File: src/rtl/bus_arbiter.sv
// Two-master round-robin arbiter with per-transfer watchdog onto one valid/ready slave bus.
// Latency: one IDLE arbitration cycle, then s_* and the granted master's ready/rdata are combinational.
// Backpressure: s_ready stalls the granted master; the watchdog aborts after TIMEOUT_CYCLES busy cycles.
module bus_arbiter #(
   parameter int unsigned TIMEOUT_CYCLES = 16,
   parameter logic [31:0] ERROR_RDATA    = 32'hDEADBEEF
) (
   input  logic        clk,
   input  logic        reset,
   input  logic        m0_valid,
   input  logic [31:0] m0_address,
   input  logic [3:0]  m0_wstrobe,
   input  logic [31:0] m0_wdata,
   output logic [31:0] m0_rdata,
   output logic        m0_ready,
   input  logic        m1_valid,
   input  logic [31:0] m1_address,
   input  logic [3:0]  m1_wstrobe,
   input  logic [31:0] m1_wdata,
   output logic [31:0] m1_rdata,
   output logic        m1_ready,
   output logic        s_valid,
   output logic [31:0] s_address,
   output logic [3:0]  s_wstrobe,
   output logic [31:0] s_wdata,
   input  logic [31:0] s_rdata,
   input  logic        s_ready,
   output logic [1:0]  grant,
   output logic        timeout_error,
   output logic        error_master
);

   // A zero timeout still needs a 1-bit counter so the design elaborates.
   localparam int unsigned WAIT_W = (TIMEOUT_CYCLES > 0) ? $clog2(TIMEOUT_CYCLES + 1) : 1;
   localparam logic [WAIT_W-1:0] WAIT_LAST =
      WAIT_W'((TIMEOUT_CYCLES > 0) ? TIMEOUT_CYCLES - 1 : 0);
   localparam logic WD_EN = (TIMEOUT_CYCLES != 0);

   localparam logic [1:0] ST_IDLE  = 2'd0;
   localparam logic [1:0] ST_BUSY0 = 2'd1;
   localparam logic [1:0] ST_BUSY1 = 2'd2;

   logic [1:0]        state_q, state_d;
   logic              prio_q, prio_d;
   logic [WAIT_W-1:0] wait_q, wait_d;
   logic              err_master_q, err_master_d;

   logic        busy0, busy1;
   logic        own_valid;
   logic        xfer_done;
   logic        abort;
   logic        finish;
   logic [31:0] resp_rdata;

   // Datapath muxing: forward the owner's request, route the response back to the owner only.
   always_comb begin
      busy0      = (state_q == ST_BUSY0);
      busy1      = (state_q == ST_BUSY1);
      own_valid  = busy0 ? m0_valid : (busy1 ? m1_valid : 1'b0);
      xfer_done  = own_valid & s_ready;
      // Abort only a live request; a dropped valid is handled as a plain return to idle.
      abort      = WD_EN & own_valid & ~s_ready & (wait_q == WAIT_LAST);
      finish     = xfer_done | abort;
      resp_rdata = abort ? ERROR_RDATA : s_rdata;

      s_valid    = own_valid;
      s_address  = busy0 ? m0_address : (busy1 ? m1_address : 32'h0);
      s_wstrobe  = busy0 ? m0_wstrobe : (busy1 ? m1_wstrobe : 4'h0);
      s_wdata    = busy0 ? m0_wdata   : (busy1 ? m1_wdata   : 32'h0);

      m0_ready   = busy0 & finish;
      m1_ready   = busy1 & finish;
      m0_rdata   = busy0 ? resp_rdata : 32'h0;
      m1_rdata   = busy1 ? resp_rdata : 32'h0;

      grant         = {busy1, busy0};
      timeout_error = abort;
      error_master  = err_master_q;
   end

   // Next-state: arbitrate in IDLE, otherwise wait for completion, abort or a dropped request.
   always_comb begin
      state_d      = state_q;
      prio_d       = prio_q;
      wait_d       = wait_q;
      err_master_d = err_master_q;
      case (state_q)
         ST_IDLE: begin
            // Keeping the counter cleared in IDLE means every grant starts from zero.
            wait_d = '0;
            if (m0_valid && m1_valid) begin
               state_d = prio_q ? ST_BUSY1 : ST_BUSY0;
            end else if (m0_valid) begin
               state_d = ST_BUSY0;
            end else if (m1_valid) begin
               state_d = ST_BUSY1;
            end
         end
         ST_BUSY0, ST_BUSY1: begin
            if (!own_valid) begin
               // Master withdrew: no ready, priority left as it was.
               state_d = ST_IDLE;
            end else if (finish) begin
               state_d = ST_IDLE;
               prio_d  = busy0;          // hand preference to the other master
               if (abort) begin
                  err_master_d = busy1;
               end
            end else begin
               wait_d = wait_q + 1'b1;
            end
         end
         default: begin
            state_d = ST_IDLE;
         end
      endcase
   end

   // State registers, cleared asynchronously so a reset drops any transfer in flight.
   always_ff @(posedge clk or posedge reset) begin
      if (reset) begin
         state_q      <= ST_IDLE;
         prio_q       <= 1'b0;
         wait_q       <= '0;
         err_master_q <= 1'b0;
      end else begin
         state_q      <= state_d;
         prio_q       <= prio_d;
         wait_q       <= wait_d;
         err_master_q <= err_master_d;
      end
   end

endmodule

File: config.mk
export PLATFORM = sky130hd
export DESIGN_NAME = bus_arbiter
export DESIGN_NICKNAME = d
export VERILOG_FILES = /design/src/rtl/bus_arbiter.sv
export SDC_FILE = /design/constraint.sdc
export NUM_CORES = 1
export LEC_CHECK = 0
export CORE_AREA = 4 4 120 122
export CTS_BUF_LIST = sky130_fd_sc_hd__clkbuf_8
export DETAILED_ROUTE_END_ITERATION = 10
export DIE_AREA = 0 0 124 126
export HOLD_SLACK_MARGIN = 0.02
export SKIP_LAST_GASP = 1
export SYNTH_ARGS = -nofsm -noshare
export SYNTH_HDL_FRONTEND = slang
export SYNTH_SLANG_ARGS = --single-unit
export TNS_END_PERCENT = 30
File: constraint.sdc
create_clock -name clk -period 5.7 [get_ports clk]
set_clock_uncertainty 0.05 [all_clocks]
set_input_delay 1.14 -clock clk [delete_from_list [all_inputs] [get_ports clk]]
set_output_delay 1.14 -clock clk [all_outputs]
set_load 0.02 [all_outputs]
Word level (Yosys, flattened, before mapping)
Cells that the tools add are included.
- register bits after elaboration: 9
- output and inout port bits: 139
- logic and storage cells: 48
- add/subtract/negate cells: 1
- equal/unequal tests: 7
- multiplexer cells: 21
- bitwise logic cells: 7
- reductions and logical operators: 8
- operators with widths (kind ; count):
    $mux W32 ; 7
    $mux W2 ; 6
    $mux W5 ; 2
    $pmux W5 S2 ; 1
    $mux W4 ; 2
    $reduce_and A3 Y1 ; 2
    $add A5 B1 Y5 const B ; 1
    $and A1 B1 Y1 ; 5
    $eq A5 B4 Y1 const B ; 1
    $ne A2 B2 Y1 const B ; 2
    $ne A4 B4 Y1 const B ; 1
    $pmux W2 S2 ; 1
    $reduce_and A4 Y1 ; 1
    $ne A3 B3 Y1 const B ; 1
    $eq A2 B1 Y1 const B ; 1
    $eq A2 B2 Y1 const B ; 1
    $logic_not A2 Y1 ; 1
    $mux W1 ; 2
    $reduce_and A2 Y1 ; 1
    $reduce_bool A2 Y1 ; 1
    $reduce_or A2 Y1 ; 1
    $logic_and A1 B1 Y1 ; 1
    $not A1 Y1 ; 1
    $or A1 B1 Y1 ; 1

Longest topological paths before layout
- depth after elaboration: 9
- depth in mapped cells: 8

Least setup slack after synthesis
No wires, ideal clock.
- path type: input to output
- start point: input m0_valid
- end point: output m1_rdata[10]
- data arrival time: 2.019 ns
- required time: 4.510 ns
- setup slack: 2.491 ns
- cell stages on the path: 5
- buffers on the path: 2
- cell sequence: nand2_1 > a21oi_2 > buf_2 > buf_4 > o21a_1
- word-level cells in the longest chain between the ends: 5
- ends and longest elaborated chain (element ; line ; RTL):
    from (decl) ; 10 ; input logic m0_valid,
    $mux W1 ; 59 ; own_valid = busy0 ? m0_valid : (busy1 ? m1_valid : 1'b0);
    $and A1 B1 Y1 (2 in a row) ; 62 ; abort = WD_EN & own_valid & ~s_ready & (wait_q == WAIT_LAST);
    $mux W32 ; 64 ; resp_rdata = abort ? ERROR_RDATA : s_rdata;
    $mux W32 ; 74 ; m1_rdata = busy1 ? resp_rdata : 32'h0;
    to (decl) ; 20 ; output logic [31:0] m1_rdata,
No other way between the ends.

Worst setup path in the final report
- start point: register state_q[0]
- end point: output s_wdata[3]
- word-level cells in the longest chain between the ends: 3
- ends and longest elaborated chain (element ; line ; RTL):
    from (decl) ; 43 ; logic [1:0] state_q, state_d;
    from (signal assigned) ; 127 ; state_q <= state_d;
    $eq A2 B2 Y1 ; 58 ; busy1 = (state_q == ST_BUSY1);
    $mux W32 ; 69 ; s_wdata = busy0 ? m0_wdata : (busy1 ? m1_wdata : 32'h0);
    $mux W32 (*) ; 69 ;
    to (decl) ; 25 ; output logic [31:0] s_wdata,
Every way passes the cells marked *; elsewhere a longest branch is shown, timed or not.

==> impl_metrics.env <==
export IMPL_final_cell_area_um2=5130
export IMPL_maxCapViolCount=0
export IMPL_peakVddDrop_uv=282
export IMPL_routed_via_density=4.31
export IMPL_synth_edff_count=0
export IMPL_grt_pass1_wl_um=19400
export IMPL_grt_max_degree=70
export IMPL_post_cts_setup_buffer_count=0
export IMPL_synthCells=225
export IMPL_cts_sinks=9
export IMPL_die_w_um=124
export IMPL_die_h_um=126
export IMPL_drive_gt1_share_pct=2.72
export IMPL_multiInputGateArea_um2=1490
export IMPL_synth_area_leaders="a22o_1 34%, o21a_1 20%, dfrtp_1 12%, and2_1 5.8%, clkbuf_1 3.9%"
export IMPL_synthArstFlopShare_pct=100
export IMPL_fin_crit_sh_pct=82.0
export IMPL_fillCellCount=1317
export IMPL_hold_path_class="reg -> reg"
export IMPL_cts_clk_slew_worst_paths_ps=40
export IMPL_vias=2974
export IMPL_gp_congestion=0.920
export IMPL_startpoint_type="flop"
export IMPL_synth_nets=403
export IMPL_ys_types=35
export IMPL_num_io_pins=312
export IMPL_first_pass_iters=4
export IMPL_insertedDiodeCount=0
export IMPL_synth_largest_area_cell="a22o_1"
export IMPL_seq_area_frac_synth_pct=12.3
export IMPL_slowest_stage="nor2b_4"
export IMPL_slew_headroom_pct=43.0
export IMPL_area_delta_synth_final_pct=179
export IMPL_setup_viol=0
export IMPL_synth_adder_area_share_pct=3.41
export IMPL_yosysWarnings=0
export IMPL_crit_path_end_kind="output port"
export IMPL_clk_latency_ps=240
export IMPL_finalHoldViolCount=0
export IMPL_crit_fanout=35
export IMPL_synthMuxAreaShare_pct=1.77
export IMPL_fin_util_pct=38.9
export IMPL_synthSimpleGateAreaFrac_pct=13.6
export IMPL_cp_common_cell="buf_4"
export IMPL_antenna_found_initial=0
export IMPL_wl_um=14200
export IMPL_dp_hpwl_um=11900
export IMPL_port_buffers=311
export IMPL_post_route_min_period_ps=4670
export IMPL_num_rows=42
export IMPL_synth_top_family_by_area="compound AO/OA/AOI/OAI gates"
export IMPL_nets=693
export IMPL_tightest_slew_ps=853
export IMPL_ys_seq_elements=9
export IMPL_tritoncts="done"
export IMPL_power_density_nw_per_um2=419
export IMPL_cts_buffer_depth=2
export IMPL_synth_top_cell_area_share_pct=34.3
export IMPL_path_cells="inv_1 > ha_1 > buf_4 > nor2b_4 > buf_4 > a22o_1 > clkdlybuf4s50_1"
export IMPL_rsz0062_at_grt="false"
export IMPL_grt_pass1_vias=3003
export IMPL_placed_cell_area_um2=5090
export IMPL_drc=0
export IMPL_wl_per_cell_um=20.6
export IMPL_max_stage_delay_ps=780
export IMPL_yosys_most_used_dff="dfrtp_1"
export IMPL_htree_num_levels=1
export IMPL_drt_iter0_markers=110
export IMPL_final_max_slew_violation_count=0
export IMPL_p_leak_nw=1.93
export IMPL_ctsResizeCount=0
export IMPL_numCtsBuffers=3
export IMPL_arrival_ps=3480
export IMPL_grt_overflow_total=0
export IMPL_cp_required_ps=4510
export IMPL_start_util_pct=13.9
export IMPL_coreArea_um2=13200
export IMPL_worstSetupPathType="reg -> out"
export IMPL_synth_compound_area_share_pct=59.6
export IMPL_seq_area_um2=225
export IMPL_root_buffer="clkbuf_8"
export IMPL_outcome="complete, no violations"
export IMPL_max_freq_mhz=214
export IMPL_synthXorXnorAreaFrac_pct=0.954
export IMPL_fin_tns_setup_ps=0
export IMPL_detail_route_antenna_nets=0
export IMPL_syn_area_um2=1840
export IMPL_grtUsageTotal_pct=16.4
export IMPL_syn_area_per_cell_um2=8.16
export IMPL_hold_buffers=0
export IMPL_die_area_um2=15600
synthesized netlist by cell type (2+ instances only):
| cell type | number |
|---|---|
| buf_4 | 3 |
| nor2_1 | 5 |
| buf_2 | 6 |
| nand2_1 | 4 |
| nand2b_1 | 3 |
| a22o_1 | 72 |
| inv_1 | 4 |
| ha_1 | 5 |
| nand3_1 | 3 |
| and2_1 | 17 |
| nor2b_1 | 3 |
| dfrtp_1 | 9 |
| o21a_1 | 49 |
| clkbuf_1 | 19 |
| and3_1 | 2 |
| o21ai_0 | 2 |
layer usage:
layer  vias up  GRT usage (%)  wire length (µm)
li1       1455              -                 -
met1      1356           20.1              5660
met2       152           26.0              6330
met3        11           9.01              2120
met4         0           2.45               131
met5         -              0                 0
critical path: cells and delay by family, from the launching register on:
kind	cells	cell delay [ps]
AND/OR/NAND/NOR	1	780
flip-flops	1	420
buffers and inverters	4	1570
AO/OA/AOI/OAI	1	290
adder cells (fa/ha/maj)	1	150
state kept, by name, summed over array words and instances (netlist names):
signal and cells:
state_q 2, error_master 1, wait_q 5, prio_q 1
power by group:
part / switching (mW) / internal, mW / total, mW
Combinational: 1.06 / 0.933 / 1.99
Clock: 0.0269 / 0.0470 / 0.0739
Sequential: 0.00988 / 0.0766 / 0.0865
Total: 1.09 / 1.06 / 2.15
area by class of cell:
cell class | instances | area share, %
timing repair buffer | 315 | 61.2
multi-input combinational | 182 | 28.9
sequential | 9 | 4.39
tap | 176 | 4.29
clock buffer | 3 | 0.804
inverter | 4 | 0.292
clock inverter | 1 | 0.0731
final timing paths:
kind,startpoint,end,slack [ps],cells past startpoint
min,prio_q$_DFFE_PP0P_,prio_q$_DFFE_PP0P_,450,1
max,state_q[0]$_DFFE_PP0P_,s_wdata[3],1030,7
max reg2reg,wait_q[0]$_DFFE_PP0P_,wait_q[1]$_DFFE_PP0P_,3520,7
min in group asynchronous,reset,state_q[0]$_DFFE_PP0P_,1120,2
min reg2reg,prio_q$_DFFE_PP0P_,prio_q$_DFFE_PP0P_,450,1
max in group asynchronous,reset,wait_q[3]$_DFFE_PP0P_,4220,2
stage by stage:
stage                     hold slack, ps  setup WS (ps)  power, mW  instances
after global placement               439           1210       2.07        686
final                                454           1030       2.15        690
after global routing                 477            848       2.27        690
after floorplan                      418           2490       1.11        225
after detailed placement             441           1220       2.07        686
after CTS                            455           1060       2.16        690
logic make-up after synthesis:
kind of cell | count (synthesis)
compound gates | 131
simple gates | 41
buf+inv | 34
flops | 9
fa+ha+maj | 5
mux | 3
xor+xnor | 2
cells in the final DEF, fill, tap and decap left out, types with 2 or more instances in the layout:
| cell | synthesis | layout |
|---|---|---|
| a22o_1 | 72 | 72 |
| clkdlybuf4s50_1 | 0 | 311 |
| dfrtp_1 | 9 | 9 |
| nand2_1 | 4 | 4 |
| nand2b_1 | 3 | 3 |
| o21a_1 | 49 | 49 |
| ha_1 | 5 | 4 |
| clkbuf_8 | 0 | 3 |
| and3_1 | 2 | 2 |
| and2_1 | 17 | 17 |
| nor2_1 | 5 | 5 |
| o21ai_0 | 2 | 2 |
| buf_4 | 3 | 4 |
| nor2b_1 | 3 | 2 |
| nand3_1 | 3 | 3 |
| inv_1 | 4 | 5 |
Power figures use the tool's default switching activity.
